### config.mk
export PLATFORM = sky130hd
export DESIGN_NAME = quire_to_posit_4_0
export DESIGN_NICKNAME = d
export VERILOG_FILES = /design/src/rtl/quire_to_posit_4_0.sv
export SDC_FILE = /design/constraint.sdc
export NUM_CORES = 1
export LEC_CHECK = 0
export CORE_ASPECT_RATIO = 0.9
export CORE_MARGIN = 10
export CORE_UTILIZATION = 45
export CTS_CLUSTER_DIAMETER = 50
export DETAILED_ROUTE_END_ITERATION = 6
export SYNTH_ARGS = -nofsm -noshare
export SYNTH_HDL_FRONTEND = slang
export SYNTH_SLANG_ARGS = --single-unit
### constraint.sdc
create_clock -name clk -period 4.05 [get_ports clk]
set_clock_uncertainty 0.05 [all_clocks]
set_input_delay 0.81 -clock clk [delete_from_list [all_inputs] [get_ports clk]]
set_output_delay 0.81 -clock clk [all_outputs]
set_load 0.1 [all_outputs]
### src/rtl/quire_to_posit_4_0.sv
// Converts the two's-complement posit<4,0> quire stream into rounded 4-bit posits.
// Input register, then magnitude, normalise and encode stages, all stalled together by process_en.
module quire_to_posit_4_0 #(
  parameter int LOG_NB_ACCUM = 10,
  parameter bit EOW_ONLY     = 1'b1,
  localparam int QUIRE_SIZE  = 9 + LOG_NB_ACCUM
) (
  input  logic                  clk,
  input  logic                  rst_n,
  input  logic                  rts_i,
  output logic                  rtr_o,
  input  logic                  sow_i,
  input  logic                  eow_i,
  input  logic [QUIRE_SIZE-1:0] data_i,
  input  logic                  NaR_i,
  input  logic                  rtr_i,
  output logic                  rts_o,
  output logic [3:0]            posit_o,
  output logic                  NaR_o,
  output logic                  zero_o,
  output logic                  sow_o,
  output logic                  eow_o
);
  localparam int LPW = $clog2(QUIRE_SIZE);
  localparam int NW  = QUIRE_SIZE - 1;

  logic process_en, receive_en;

  logic                  skid_vld, skid_nar, skid_sow, skid_eow;
  logic [QUIRE_SIZE-1:0] skid_data;

  logic                  src_take, src_nar, src_sow, src_eow;
  logic [QUIRE_SIZE-1:0] src_data;

  logic                  s0_vld, s0_nar, s0_sow, s0_eow;
  logic [QUIRE_SIZE-1:0] s0_data;

  logic                  s1_vld, s1_sign, s1_nar, s1_zero, s1_sow, s1_eow;
  logic [QUIRE_SIZE-1:0] s1_mag;

  logic       s2_vld, s2_sign, s2_nar, s2_zero, s2_sow, s2_eow, s2_sat, s2_sticky;
  logic [2:0] s2_scale, s2_frac;

  logic [LPW-1:0] lead, shamt;
  logic [NW-1:0]  norm;
  logic [2:0]     body;
  logic           guard, rsticky;
  logic [3:0]     rounded, pos, enc;

  assign process_en = rtr_i | ~rts_o;
  assign receive_en = rts_i & rtr_o;

  // The skid entry, when present, is always older than anything on the live inputs.
  assign src_take = skid_vld | receive_en;
  assign src_data = skid_vld ? skid_data : data_i;
  assign src_nar  = skid_vld ? skid_nar  : NaR_i;
  assign src_sow  = skid_vld ? skid_sow  : sow_i;
  assign src_eow  = skid_vld ? skid_eow  : eow_i;

  always_ff @(posedge clk or negedge rst_n) begin
    if (!rst_n) begin
      rtr_o     <= 1'b0;
      skid_vld  <= 1'b0;
      skid_data <= '0;
      skid_nar  <= 1'b0;
      skid_sow  <= 1'b0;
      skid_eow  <= 1'b0;
    end else begin
      rtr_o <= process_en;
      if (receive_en && !process_en) begin
        skid_vld  <= 1'b1;
        skid_data <= data_i;
        skid_nar  <= NaR_i;
        skid_sow  <= sow_i;
        skid_eow  <= eow_i;
      end else if (process_en) begin
        skid_vld <= 1'b0;
      end
    end
  end

  always_comb begin
    lead = '0;
    for (int i = 0; i < QUIRE_SIZE; i++)
      if (s1_mag[i]) lead = LPW'(i);
  end

  // Shift so the leading one lands just above the kept bits; the hidden bit falls off the top.
  assign shamt = LPW'(QUIRE_SIZE - 1) - lead;
  assign norm  = NW'(s1_mag << shamt);

  always_ff @(posedge clk or negedge rst_n) begin
    if (!rst_n) begin
      s0_vld    <= 1'b0;
      s0_data   <= '0;
      s0_nar    <= 1'b0;
      s0_sow    <= 1'b0;
      s0_eow    <= 1'b0;
      s1_vld    <= 1'b0;
      s1_sign   <= 1'b0;
      s1_nar    <= 1'b0;
      s1_zero   <= 1'b0;
      s1_sow    <= 1'b0;
      s1_eow    <= 1'b0;
      s1_mag    <= '0;
      s2_vld    <= 1'b0;
      s2_sign   <= 1'b0;
      s2_nar    <= 1'b0;
      s2_zero   <= 1'b0;
      s2_sow    <= 1'b0;
      s2_eow    <= 1'b0;
      s2_sat    <= 1'b0;
      s2_scale  <= '0;
      s2_frac   <= '0;
      s2_sticky <= 1'b0;
    end else if (process_en) begin
      s0_vld  <= src_take & (~EOW_ONLY | src_eow);
      s0_data <= src_data;
      s0_nar  <= src_nar;
      s0_sow  <= src_sow;
      s0_eow  <= src_eow;

      s1_vld  <= s0_vld;
      s1_sign <= s0_data[QUIRE_SIZE-1];
      s1_nar  <= s0_nar;
      s1_zero <= (s0_data == '0);
      s1_sow  <= s0_sow;
      s1_eow  <= s0_eow;
      s1_mag  <= s0_data[QUIRE_SIZE-1] ? (~s0_data + QUIRE_SIZE'(1)) : s0_data;

      s2_vld    <= s1_vld;
      s2_sign   <= s1_sign;
      s2_nar    <= s1_nar;
      s2_zero   <= s1_zero;
      s2_sow    <= s1_sow;
      s2_eow    <= s1_eow;
      s2_sat    <= (lead >= LPW'(6));
      s2_scale  <= lead[2:0] - 3'd4;
      s2_frac   <= norm[NW-1 -: 3];
      s2_sticky <= |norm[NW-4:0];
    end
  end

  // s2_scale is the two's-complement scale -4..1; scale >= 2 is carried by s2_sat.
  always_comb begin
    body    = 3'b000;
    guard   = 1'b0;
    rsticky = 1'b0;
    case (s2_scale)
      3'b001: begin
        body    = 3'b110;
        guard   = s2_frac[2];
        rsticky = |s2_frac[1:0] | s2_sticky;
      end
      3'b000: begin
        body    = {2'b10, s2_frac[2]};
        guard   = s2_frac[1];
        rsticky = s2_frac[0] | s2_sticky;
      end
      3'b111: begin
        body    = {2'b01, s2_frac[2]};
        guard   = s2_frac[1];
        rsticky = s2_frac[0] | s2_sticky;
      end
      3'b110: begin
        body    = 3'b001;
        guard   = s2_frac[2];
        rsticky = |s2_frac[1:0] | s2_sticky;
      end
      3'b101: begin
        body    = 3'b000;
        guard   = 1'b1;
        rsticky = |s2_frac | s2_sticky;
      end
      default: begin
        body    = 3'b000;
        guard   = 1'b0;
        rsticky = 1'b1;
      end
    endcase
    rounded = {1'b0, body} + {3'b000, guard & (rsticky | body[0])};
    if (s2_sat || rounded[3]) pos = 4'b0111;
    else if (rounded[2:0] == 3'b000) pos = 4'b0001;
    else pos = {1'b0, rounded[2:0]};
    enc = s2_sign ? (~pos + 4'd1) : pos;
    if (s2_nar) enc = 4'b1000;
    else if (s2_zero) enc = 4'b0000;
  end

  always_ff @(posedge clk or negedge rst_n) begin
    if (!rst_n) begin
      rts_o   <= 1'b0;
      posit_o <= 4'b0000;
      NaR_o   <= 1'b0;
      zero_o  <= 1'b0;
      sow_o   <= 1'b0;
      eow_o   <= 1'b0;
    end else if (process_en) begin
      rts_o   <= s2_vld;
      posit_o <= enc;
      NaR_o   <= s2_nar;
      zero_o  <= s2_zero & ~s2_nar;
      sow_o   <= s2_sow;
      eow_o   <= s2_eow;
    end
  end

endmodule

==> summary.txt <==
Post-synth EDFFs: 0
CTS Buffer Depth: 2
unrepaired setup endpoints after global routing: false
routed wire length per instance: 15.8 um
initial cell density of the core: 46.5%
arrival time reported for the critical path endpoint: 3.61 ns
total wire length: 11,600 um
number of distinct standard cells referenced by the synthesized netlist: 66
reg2reg path depth: 8
filler instances: 1,075
Total Die Area: 16,700 um^2
Cells after Synth: 554
Port Buffer Count: 35
clock network latency to the later pin of the worst-skew pair: 0.34 ns
WHS Path Cells: 2
Maximum Capacitance Violations: 0
measured slew at the worst slew-check pin: 1.22 ns
total routing usage reported by global routing: 14.2%
total global routing overflow: 0
top_reg_cell synth: sky130_fd_sc_hd__dfrtp_1
type of element capturing the critical path: flop
Initial DRC Count: 230
Max Transition Viols Final: 0
half-perimeter wire length after placement: 8320 um
pin count of the biggest net entering global routing: 55
Synthesized Nets: 586
path category of the worst min-delay check: flop to flop
vias after detailed routing: 3,969
flip-flop and latch count after synthesis: 95
Worst-path clk slew: 0.07 ns
internal reg-to-reg setup slack: 0.62 ns
overall die height: 124 um
Worst path max stage delay: 0.72 ns
setup tns final: 0 ns
most instantiated cells after synthesis: 108 x sky130_fd_sc_hd__nand2_1, 95 x sky130_fd_sc_hd__dfrtp_1, 62 x sky130_fd_sc_hd__o21ai_0
power density relative to cell area: 933 nW/um^2
clock tree from TritonCTS: built
clock tree root driver cell: sky130_fd_sc_hd__clkbuf_16
Setup Buffers After CTS: 0
weighted congestion reported at the end of routability-driven placement: 0.870
Yosys top cell by area: sky130_fd_sc_hd__dfrtp_1
syn avg cell area: 9.67 um^2
WS Path Type: flop to flop
count of hold buffers inserted by post-cts repair: 0
instance count after placement with tap cells included: 717
Worst Path Max Fanout: 14
first-pass GRT wire length: 19,400 um
chain of cells forming the critical path: o41ai_4, nand2_2, ha_1, inv_1, mux4_2, a221oi_1, a21oi_1, a21o_1
number of antenna violations at the first check in global routing: 0
fraction of final layout cells sized beyond drive strength 1: 12.1%
antenna-violating nets left: 0
I/O pin count: 36
Mapped Area: 5360 um^2
vias per std cell: 5.41
FP Rows: 37
final critical-path required period: 3.43 ns
Fmax: 291 MHz
relative slew slack: 18.8%
proportion of netlist area held by the largest area contributor: 44.4%
sequential element share of the synthesized area: 44.4%
Async SR Flop Fraction: 100%
post-route clock period utilization: 84.8%
Antenna Diode Count: 0
outcome: finished clean
Hold EP: sow_o
DRC: 0
clock sink count: 95
final hold violation count: 0
Yosys Warn Count: 0
worst vdd rail ir drop: 0.418 mV
final setup violating endpoints: 0
final worst-path setup slack: 0.617 ns
element type at the critical path start: flop
worst slack at placement: 0.675 ns
area of the placeable core: 11,500 um^2
startpoint of the worst register-to-register path: s1_mag[16]
Final Instance Count excl. Fillers: 733
hold wc startpoint: sow_o
leakage power figure: 2.50 nW
number of detailed-route iterations in the first pass: 4
TritonCTS buffer count: 9
critical path data required time: 4.23 ns
chip width: 135 um
cell with the most instances after synthesis: sky130_fd_sc_hd__nand2_1
r2r endpoint: s2_frac[2]
Synth-to-Final Area Change: 14.1%
count of H-tree levels built during CTS: 3
cells taking the most area after synthesis: sky130_fd_sc_hd__dfrtp_1 44%, sky130_fd_sc_hd__nand2_1 7.6%, sky130_fd_sc_hd__o21ai_0 5.8%
Nets: 604
vias in the first global route: 3,813
Slowest-stage cell, CP: sky130_fd_sc_hd__o41ai_4
number of cells upsized or downsized after cts: 0
## report_power, final
part           total, mW  leakage [nW]  internal (mW)  switching, mW
Combinational       3.04          1.21           1.24           1.80
Clock              0.827         0.146          0.446          0.381
Sequential          1.83          1.14           1.36          0.474
## how the worst max path moves through the flow
stage	start	end	cells after the start
floorplan	s1_mag[16]	s2_sticky	11
global placement	s1_mag[16]	s2_frac[2]	8
detailed placement	s1_mag[16]	s2_frac[2]	8
CTS	s1_mag[11]	s2_frac[2]	10
global route	s1_mag[11]	s2_frac[2]	10
finish	s1_mag[16]	s2_frac[2]	8
## per-stage QoR
step	hold WS [ns]	total power [mW]	cell area, um^2	util (%)
after global routing	0.439	6.12	6110	53.0
after floorplan	0.380	4.16	5360	-
after detailed placement	0.406	4.87	5810	50.4
after CTS	0.422	5.73	6110	53.0
final	0.414	5.70	6110	53.0
after global placement	0.391	4.83	5810	50.4
## critical path: cells and delay by family, from the launching register on
family          cells  cell delay [ns]
compound gates      4             1.35
mux                 1             0.57
flops               1             0.51
buf+inv             1             0.40
fa+ha+maj           1             0.33
simple gates        1             0.11
## logic make-up (layout without fill, tap and decap cells)
logic type	count (synthesis)	count (layout)	share of synthesized area, %
AND/OR/NAND/NOR	188	188	16.0
AO/OA/AOI/OAI	135	135	18.0
flip-flops	95	95	44.4
multiplexers	55	55	12.7
buffers and inverters	54	77	4.20
XOR/XNOR	21	21	3.43
adder cells (fa/ha/maj)	6	6	1.40
## sequential cells by signal, indices dropped and copies added, names as in the netlist, 3 cells and up
register   cells
posit_o        4
skid_data     19
s0_data       19
s2_frac        3
s2_scale       3
s1_mag        19
## cells in the final DEF, fill, tap and decap left out, drive strengths merged, types with 4 or more instances in the layout
| cell | Yosys | routed |
|---|---|---|
| nand2 | 109 | 109 |
| dfrtp | 95 | 95 |
| o21ai | 64 | 64 |
| clkdlybuf4s50 | 0 | 34 |
| mux2i | 24 | 24 |
| mux2 | 24 | 24 |
| inv | 18 | 20 |
| a21oi | 19 | 19 |
| nor2 | 18 | 18 |
| xor2 | 17 | 17 |
| nor3 | 14 | 14 |
| nor2b | 11 | 11 |
| clkbuf | 26 | 10 |
| buf | 10 | 9 |
| nand2b | 9 | 9 |
| mux4 | 7 | 7 |
| nand3 | 6 | 6 |
| o31ai | 6 | 6 |
| ha | 6 | 6 |
| nor4 | 6 | 6 |
| a31oi | 5 | 5 |
| a211oi | 5 | 5 |
| or3 | 4 | 4 |
| xnor2 | 4 | 4 |
| o41ai | 4 | 4 |
| clkinv | 0 | 4 |
| o2111ai | 4 | 4 |
| a221oi | 4 | 4 |
## metal layers
metal / GRT usage, % / up-vias / part of all wire, %
li1: - / 1997 / -
met1: 19.6 / 1889 / 50
met2: 21.5 / 72 / 45
met3: 3.89 / 11 / 4.1
met4: 4.17 / 0 / 1.2
met5: 0 / - / 0
## final cells by class
cell class / count / area, um^2 / area share [%]
clock buffer: 10 / 239 / 3.91
clock inverter: 6 / 60.1 / 0.983
inverter: 18 / 70.1 / 1.15
multi-input combinational: 405 / 2760 / 45.2
sequential: 95 / 2380 / 38.9
tap: 156 / 195 / 3.19
timing repair buffer: 43 / 408 / 6.67
(Power assumes the default switching activity.)
